[src/rtl/load_ext_ctrl_if.sv]
// load_ext_ctrl_if: load request/response and data-memory read signals of load_ext_ctrl.
interface load_ext_ctrl_if;
    logic        start;
    logic [2:0]  op;
    logic [31:0] addr;
    logic        busy;
    logic        done;
    logic [1:0]  err;
    logic [31:0] data_out;
    logic        mem_req;
    logic [31:0] mem_addr;
    logic [31:0] mem_rdata;
    logic        mem_ready;
    modport slave (
        input  start, op, addr, mem_rdata, mem_ready,
        output busy, done, err, data_out, mem_req, mem_addr
    );
    modport master (
        output start, op, addr, mem_rdata, mem_ready,
        input  busy, done, err, data_out, mem_req, mem_addr
    );
endinterface

[src/rtl/load_ext_ctrl.sv]
// load_ext_ctrl: single-outstanding load unit; fetches an aligned word, then
// selects and sign/zero-extends the byte/half lane, with misalign/illegal/timeout errors.
module load_ext_ctrl #(
    parameter int unsigned TIMEOUT = 16
) (
    input logic            clk,
    input logic            rst_n,
    load_ext_ctrl_if.slave bus
);
    localparam logic [2:0] S_IDLE = 3'd0;
    localparam logic [2:0] S_REQ  = 3'd1;
    localparam logic [2:0] S_EXT  = 3'd2;
    localparam logic [2:0] S_DONE = 3'd3;
    localparam logic [2:0] S_ERR  = 3'd4;

    logic [2:0]  state_q, state_d;
    logic [2:0]  op_q, op_d;
    logic [31:0] addr_q, addr_d;
    logic [31:0] rdata_q, rdata_d;
    logic [31:0] data_q, data_d;
    logic [7:0]  cnt_q, cnt_d;
    logic [1:0]  err_q, err_d;
    logic        illegal, misaligned, sx;
    logic [7:0]  byte_l;
    logic [15:0] half_l;
    logic [31:0] ext;

    always_comb begin
        illegal    = bus.op == 3'b010 || bus.op[2:1] == 2'b11;
        misaligned = (bus.op[1:0] == 2'b01 && bus.addr[0]) ||
                     (bus.op[1:0] == 2'b11 && bus.addr[1:0] != 2'b00);
        byte_l     = 8'(rdata_q >> {addr_q[1:0], 3'b000});
        half_l     = addr_q[1] ? rdata_q[31:16] : rdata_q[15:0];
        sx         = ~op_q[2];
        ext        = op_q[1:0] == 2'b00 ? {{24{sx & byte_l[7]}}, byte_l} :
                     op_q[1:0] == 2'b01 ? {{16{sx & half_l[15]}}, half_l} : rdata_q;
    end

    always_comb begin
        state_d = state_q;
        op_d    = op_q;
        addr_d  = addr_q;
        rdata_d = rdata_q;
        data_d  = data_q;
        cnt_d   = cnt_q;
        err_d   = err_q;
        case (state_q)
            S_IDLE: if (bus.start) begin
                op_d    = bus.op;
                addr_d  = bus.addr;
                cnt_d   = 8'd0;
                err_d   = illegal ? 2'b10 : 2'b01;
                state_d = (illegal || misaligned) ? S_ERR : S_REQ;
            end
            // ready beats the timeout when both land in the same cycle
            S_REQ: if (bus.mem_ready) begin
                rdata_d = bus.mem_rdata;
                state_d = S_EXT;
            end else if (cnt_q == 8'(TIMEOUT - 1)) begin
                err_d   = 2'b11;
                state_d = S_ERR;
            end else begin
                cnt_d   = cnt_q + 8'd1;
            end
            S_EXT: begin
                data_d  = ext;
                state_d = S_DONE;
            end
            default: state_d = S_IDLE;
        endcase
    end

    always_ff @(posedge clk or negedge rst_n) begin
        if (!rst_n) begin
            state_q <= S_IDLE;
            op_q    <= '0;
            addr_q  <= '0;
            rdata_q <= '0;
            data_q  <= '0;
            cnt_q   <= '0;
            err_q   <= '0;
        end else begin
            state_q <= state_d;
            op_q    <= op_d;
            addr_q  <= addr_d;
            rdata_q <= rdata_d;
            data_q  <= data_d;
            cnt_q   <= cnt_d;
            err_q   <= err_d;
        end
    end

    assign bus.mem_req  = state_q == S_REQ;
    assign bus.mem_addr = {addr_q[31:2], 2'b00};
    assign bus.busy     = state_q != S_IDLE;
    assign bus.done     = state_q == S_DONE || state_q == S_ERR;
    assign bus.err      = state_q == S_ERR ? err_q : 2'b00;
    assign bus.data_out = data_q;
endmodule

[src/flat_wrapper.sv]
// flat-port wrapper written by rule: the top's interface ports become plain ports
module load_ext_ctrl_flat 
#(
    parameter int unsigned TIMEOUT = 16
)
  (clk, rst_n, bus_start, bus_op, bus_addr, bus_mem_rdata, bus_mem_ready, bus_busy, bus_done, bus_err, bus_data_out, bus_mem_req, bus_mem_addr);
  load_ext_ctrl_if bus_i ();
  input logic clk;
  input logic rst_n;
  input wire logic [$bits(bus_i.start)-1:0] bus_start;
  input wire logic [$bits(bus_i.op)-1:0] bus_op;
  input wire logic [$bits(bus_i.addr)-1:0] bus_addr;
  input wire logic [$bits(bus_i.mem_rdata)-1:0] bus_mem_rdata;
  input wire logic [$bits(bus_i.mem_ready)-1:0] bus_mem_ready;
  output wire logic [$bits(bus_i.busy)-1:0] bus_busy;
  output wire logic [$bits(bus_i.done)-1:0] bus_done;
  output wire logic [$bits(bus_i.err)-1:0] bus_err;
  output wire logic [$bits(bus_i.data_out)-1:0] bus_data_out;
  output wire logic [$bits(bus_i.mem_req)-1:0] bus_mem_req;
  output wire logic [$bits(bus_i.mem_addr)-1:0] bus_mem_addr;
  assign bus_i.start = bus_start;
  assign bus_i.op = bus_op;
  assign bus_i.addr = bus_addr;
  assign bus_i.mem_rdata = bus_mem_rdata;
  assign bus_i.mem_ready = bus_mem_ready;
  assign bus_busy = bus_i.busy;
  assign bus_done = bus_i.done;
  assign bus_err = bus_i.err;
  assign bus_data_out = bus_i.data_out;
  assign bus_mem_req = bus_i.mem_req;
  assign bus_mem_addr = bus_i.mem_addr;
  load_ext_ctrl #(.TIMEOUT(TIMEOUT)) u_core (.clk(clk), .rst_n(rst_n), .bus(bus_i));
endmodule
[config.mk]
export PLATFORM = sky130hd
export DESIGN_NAME = load_ext_ctrl_flat
export DESIGN_NICKNAME = d
export VERILOG_FILES = /design/src/rtl/load_ext_ctrl_if.sv /design/src/rtl/load_ext_ctrl.sv /design/src/flat_wrapper.sv
export SDC_FILE = /design/constraint.sdc
export NUM_CORES = 1
export LEC_CHECK = 0
export ABC_AREA = 1
export CAP_MARGIN = 25
export CORE_AREA = 3 3 151 80
export DETAILED_ROUTE_END_ITERATION = 8
export DIE_AREA = 0 0 154 83
export PLACE_DENSITY = 0.91
export SYNTH_ARGS = -nofsm -noshare
export SYNTH_HDL_FRONTEND = slang
export SYNTH_SLANG_ARGS = --single-unit
export TNS_END_PERCENT = 30
[constraint.sdc]
create_clock -name clk -period 2.6 [get_ports clk]
set_clock_uncertainty 0.05 [all_clocks]
set_input_delay 0.26 -clock clk [delete_from_list [all_inputs] [get_ports clk]]
set_output_delay 0.26 -clock clk [all_outputs]
set_load 0.01 [all_outputs]
==> results of run 1 <==
[critical path: cells and delay by family, from the launching register on]
kind	cells	cell delay, ns
AND/OR/NAND/NOR	1	0.13
buffers and inverters	3	1.07
flip-flops	1	0.43
[flip-flops by register name, summed over array words and instances, names as in the netlist]
name,count
u_core.op_q,3
u_core.cnt_q,8
u_core.bus.data_out,32
u_core.state_q,3
u_core.addr_q,32
u_core.err_q,2
u_core.rdata_q,32
[routing by layer]
metal  part of all wire  GRT usage  up-vias
met5                  0          0        -
met4              0.030    0.09135        0
met3              0.075    0.06507       49
met2               0.48     0.3873      236
met1               0.42     0.3021     2476
li1                   -          -     2550
[placed cells by master (no fill, tap or decap), types with 2 or more instances in the layout]
cell | Yosys | routed
nand2_1 | 326 | 326
nand3_1 | 104 | 104
o21ai_0 | 12 | 12
o211ai_1 | 2 | 2
nand2_2 | 3 | 3
or2_2 | 3 | 3
inv_1 | 50 | 50
o21ai_1 | 7 | 7
nand3_4 | 2 | 2
dfrtp_1 | 112 | 112
a21oi_1 | 26 | 26
nor2_1 | 29 | 29
a21oi_2 | 2 | 2
buf_12 | 0 | 2
inv_2 | 6 | 6
clkdlybuf4s50_1 | 0 | 136
clkbuf_1 | 17 | 2
clkinv_2 | 0 | 2
clkbuf_16 | 0 | 9
conb_1 | 1 | 2
buf_4 | 37 | 12
[synth_stat cells (2+ instances only)]
cell | count | area, µm²
nand3_1 | 104 | 520.5
buf_4 | 37 | 277.8
o211ai_1 | 2 | 15.01
nand2_1 | 326 | 1224
inv_1 | 50 | 187.7
or2_2 | 3 | 18.77
a21oi_2 | 2 | 17.52
inv_2 | 6 | 22.52
buf_2 | 14 | 70.07
a21oi_1 | 26 | 130.1
o21ai_0 | 12 | 60.06
nand3_4 | 2 | 35.03
dfrtp_1 | 112 | 2803
nor2_1 | 29 | 108.9
nand2_2 | 3 | 18.77
buf_6 | 5 | 56.30
clkbuf_1 | 17 | 63.81
o21ai_1 | 7 | 35.03
[worst paths after layout]
kind                              startpoint                       to  depth (start not counted)
max                        u_core.state_q[1]              bus_mem_req                          4
min                         bus_mem_rdata[4]        u_core.rdata_q[4]                          3
max reg2reg                 u_core.addr_q[0]  u_core.bus.data_out[27]                          7
min reg2reg                u_core.addr_q[13]        u_core.addr_q[13]                          2
max in group asynchronous              rst_n        u_core.addr_q[30]                          3
min in group asynchronous              rst_n       u_core.rdata_q[10]                          2
[timing repair]
action	4_1_cts	5_1_grt
hold buffers	1	0
endpoints found under the setup margin	0	0
endpoints found under the hold margin	53	0
[through the flow]
| stage | setup WS [ns] | hold slack [ns] | cell area, µm² |
|---|---|---|---|
| floorplan | 1.211 | -0.08559 | 5792 |
| global placement | 0.7154 | 0.3133 | 6993 |
| detailed placement | 0.6363 | 0.3227 | 6993 |
| CTS | 0.3222 | 0.4053 | 7292 |
| global route | 0.1993 | 0.4152 | 7292 |
| finish | 0.3167 | 0.4112 | 7292 |
[final cells by class]
class	count	area, µm²
tap	145	181.4
sequential	112	2803
timing repair buffer	151	1501
inverter	57	216.5
clock buffer	11	232.7
multi-input combinational	529	2301
clock inverter	5	56.30
fill	869	3552
[power groups by stage]
stage	Sequential (µW)	Clock, µW	Combinational, µW
global route	3300	1470	4710
floorplan	3060	0	2880
detailed placement	3190	0	4190
finish	3200	1380	4230
global placement	3160	0	4030
CTS	3180	1390	4230
[cells by family after synthesis]
group           synth area share
simple gates              0.3454
buf+inv                   0.1189
flops                     0.4842
compound gates           0.04712
xor+xnor                0.001513
fa+ha+maj               0.002161
other cells            0.0006479
==> impl_metrics.ini, run 1 <==
[setup_path]
path_class = reg2out
crit_required_ns = 2.29
crit_chain = inv_2, nand3_1, inv_2, clkdlybuf4s50_1
cp.arrival_ns = 1.97
slowest_delay_ns = 0.62
worstPathMaxFanout = 27
crit_top_cell = inv_2
reg2reg_slack_ns = 0.56
slowest_stage = clkdlybuf4s50_1
startpoint_type = flip-flop
endpoint_kind = output pin

[timing]
drv_slew = 0
min_period_ns = 2.283
finalHoldViolations = 0
relSlewSlack = 0.4802
clock.fmax_mhz = 438.0
tightest_slew_ns = 0.7797
setup_viol_count_final = 0
tns_ns = 0
timing.final.crit_share = 0.8782
rsz0062_at_grt = no

[synthesis]
async_reset_ff_frac = 1.000
ys_warn_count = 0
synth_area_um2 = 5788
synth_cells = 771
synth-seq-cells = 112
synth_flop_cell = dfrtp_1
ys_types = 32
synth_area_per_cell_um2 = 7.507
synth_edf_count = 0
ys_seq_area_frac = 0.4842

[clocking]
cts_setup_buffers = 0
cts_num_sinks = 112
cts.reportedPaths.clkPinSlew_ns = 0.07
ctsResizeCount = 0
cts-htree-levels = 3
cts_buffer_depth = 2
cts_tree = done
insertion_delay_ns = 0.35
numCtsBuffers = 9
root_buffer = clkbuf_16

[pwr]
peakVddDrop_mv = 0.5874
power_uw = 8809
switching_share = 0.4173
p_switching_uw = 3676
power.combinational.fraction = 0.480
p_per_area_nw_per_um2 = 1208
clock_power_share = 0.156
leakage_uw = 0.003797
seq_power_share = 0.363
internal-power_uw = 5133

[final_layout]
area_growth_syn_to_layout_pct = 25.98
final_cells = 1010
utilization = 0.6724
antenna_cells = 0
num-nets-final = 932
drive_gt1_frac = 0.05780

[global_routing]
grt_first_pass_wirelength_um = 24930
antenna_found_initial = 0
globalRouteOverflowTotal = 0
grt.total_usage = 0.2370
grt_max_degree = 56
grt_pass1_vias = 5192

[drt]
remaining_drc_errors = 0
vias_per_cell = 5.258
ant_nets = 0
dr.first_iter.drc_count = 496
wl_um = 14920
vias = 5311
firstDrtPassIters = 6
avgRoutedWirePerCell_um = 14.77

[place]
io_buffers = 137
dpl.hpwl_um = 10640
dp_cells = 993
gp_congestion = 0.8873

[job]
cap_violations = 0

[die]
fp.dieH_um = 83
ios = 140
start_util = 0.5337
coreArea_um2 = 10840
core.rowCount = 27
die_area_um2 = 12780
die_x_um = 154

[run_status]
status = complete, no violations

[min_path]
hp-class = in2reg
(Power assumes the default switching activity.)
==> run 2: changes to the inputs <==
Settings changed: SLEW_MARGIN set to 20.
==> results of run 2 <==
Same layout as run 1: the final DEF is identical, and so are final timing and power.
==> run 3: changes to the inputs <==
Settings changed: CORE_AREA 3 3 151 80 to 3 3 146 77, DIE_AREA 0 0 154 83 to 0 0 149 80, DONT_BUFFER_PORTS set to 1, PLACE_DENSITY 0.91 to 0.79.
==> impl_metrics.ini, run 3 (same netlist as run 1, synthesis figures left out) <==
[final_layout]
final_cell_mix = nand2_1 (326), dfrtp_1 (112), nand3_1 (104)
num-nets-final = 862
area_growth_syn_to_layout_pct = 13.73
fin_area_um2 = 6583
drive_gt1_frac = 0.05912
final_cells = 935
antenna_cells = 0
mostFrequentLayoutCell = nand2_1

[setup_path]
slowest_stage = dfrtp_1
crit_required_ns = 2.80
worstPathMaxFanout = 42
crit_chain = inv_2, nand3_1, inv_2, nand2_2, buf_4, nand2_1, inv_1, nand2_1, nand2_1, nand2_1
startpoint_type = flip-flop
path_class = reg2reg
crit_top_cell = nand2_1
cp.arrival_ns = 2.30
slowest_delay_ns = 0.42
endpoint_kind = flip-flop

[timing]
finalHoldViolations = 112
tns_ns = 0
timing.final.crit_share = 0.8069
relSlewSlack = 0.6465
rsz0062_at_grt = no
drv_slew = 0
setup_viol_count_final = 0
tightest_slew_ns = 0.5247
min_period_ns = 2.098
hold_slack_ns = -0.4564
clock.fmax_mhz = 476.6

[global_routing]
grt_max_degree = 113
antenna_found_initial = 0
grt.total_usage = 0.2638
grt_first_pass_wirelength_um = 24900
grt_pass1_vias = 5028
globalRouteOverflowTotal = 0

[drt]
dr.first_iter.drc_count = 503
wl_um = 15190
remaining_drc_errors = 0
ant_nets = 0
vias_per_cell = 5.434
avgRoutedWirePerCell_um = 16.25
vias = 5081
firstDrtPassIters = 5

[pwr]
p_per_area_nw_per_um2 = 1219
leakage_uw = 0.003470
peakVddDrop_mv = 0.5075

[die]
fp.dieH_um = 80
die_area_um2 = 11920
die_x_um = 149
core.rowCount = 26
ios = 140
start_util = 0.5739
coreArea_um2 = 10080

[job]
cap_violations = 0

[clocking]
cts.reportedPaths.clkPinSlew_ns = 0.07
cts_num_sinks = 112
cts_tree = done
numCtsBuffers = 9
ctsResizeCount = 0
root_buffer = clkbuf_16
cts-htree-levels = 3
cts_buffer_depth = 2
postCtsHoldBufs = 71
insertion_delay_ns = 0.36
cts_setup_buffers = 0

[place]
dpl.hpwl_um = 9318
io_buffers = 0
postPlaceCellArea_um2 = 5570
dp_cells = 848
gp_congestion = 0.8950

[min_path]
hp-class = in2async

[run_status]
violations = negative hold slack
status = finished, violations left
==> run 3: changes by cell type in the layout (fill, tap and decap cells not counted) <==
cell             delta
buf_12              -2
clkbuf_1            -1
clkinv_4            +1
dlygate4sd3_1      +70
inv_6               +2
clkdlybuf4s50_1   -136
clkinv_2            -2
buf_4               -2
==> run 3: worst max-delay path, delay by kind of cell (launching register included) <==
kind,cells,cell delay (ns)
buf+inv,4,0.85
simple gates,6,0.66
flops,1,0.42
==> run 3: layout make-up <==
cell class | instances | area (µm²)
tap | 140 | 175.2
timing repair buffer | 81 | 785.8
clock buffer | 10 | 229.0
clock inverter | 6 | 72.57
fill | 844 | 3502
sequential | 112 | 2803
inverter | 57 | 216.5
multi-input combinational | 529 | 2301
==> run 3: worst paths after layout <==
check,slack [ns],start,to,depth (start not counted)
max in group asynchronous,2.81,rst_n,u_core.bus.data_out[27],0
min in group clk,0,bus_mem_rdata[15],u_core.rdata_q[15],2
worst max-delay path,0.50,u_core.state_q[1],u_core.err_q[1],10
worst min register to register,0.45,u_core.err_q[0],u_core.err_q[0],2
worst max register to register,0.50,u_core.state_q[1],u_core.err_q[1],10
worst min-delay path,-0.46,rst_n,u_core.rdata_q[28],0
==> run 3: where the power goes <==
| part | switching [µW] | internal, µW | leakage, µW |
|---|---|---|---|
| registers | 934 | 2520 | 0.00138 |
| logic | 1990 | 1160 | 0.00195 |
| clock network | 664 | 761 | 0.000144 |
| total | 3590 | 4440 | 0.00347 |
==> run 3: routing by layer <==
metal | wire length (µm) | global-route usage | part of all wire
met3 | 1456 | 0.08792 | 0.096
met1 | 6125 | 0.3282 | 0.40
met2 | 7271 | 0.4394 | 0.48
met5 | 0 | 0 | 0
met4 | 336 | 0.08402 | 0.022
==> run 3: through the flow <==
step	hold slack (ns)	power, µW	setup WS [ns]	utilization
after CTS	-0.4613	7939	0.5135	0.6527
final	-0.4564	8025	0.5020	0.6527
after global routing	-0.4711	8658	0.4019	0.6527
after global placement	-0.08330	6191	0.6832	0.5524
after floorplan	-0.08559	5935	1.211	-
after detailed placement	-0.08298	6323	0.5207	0.5524
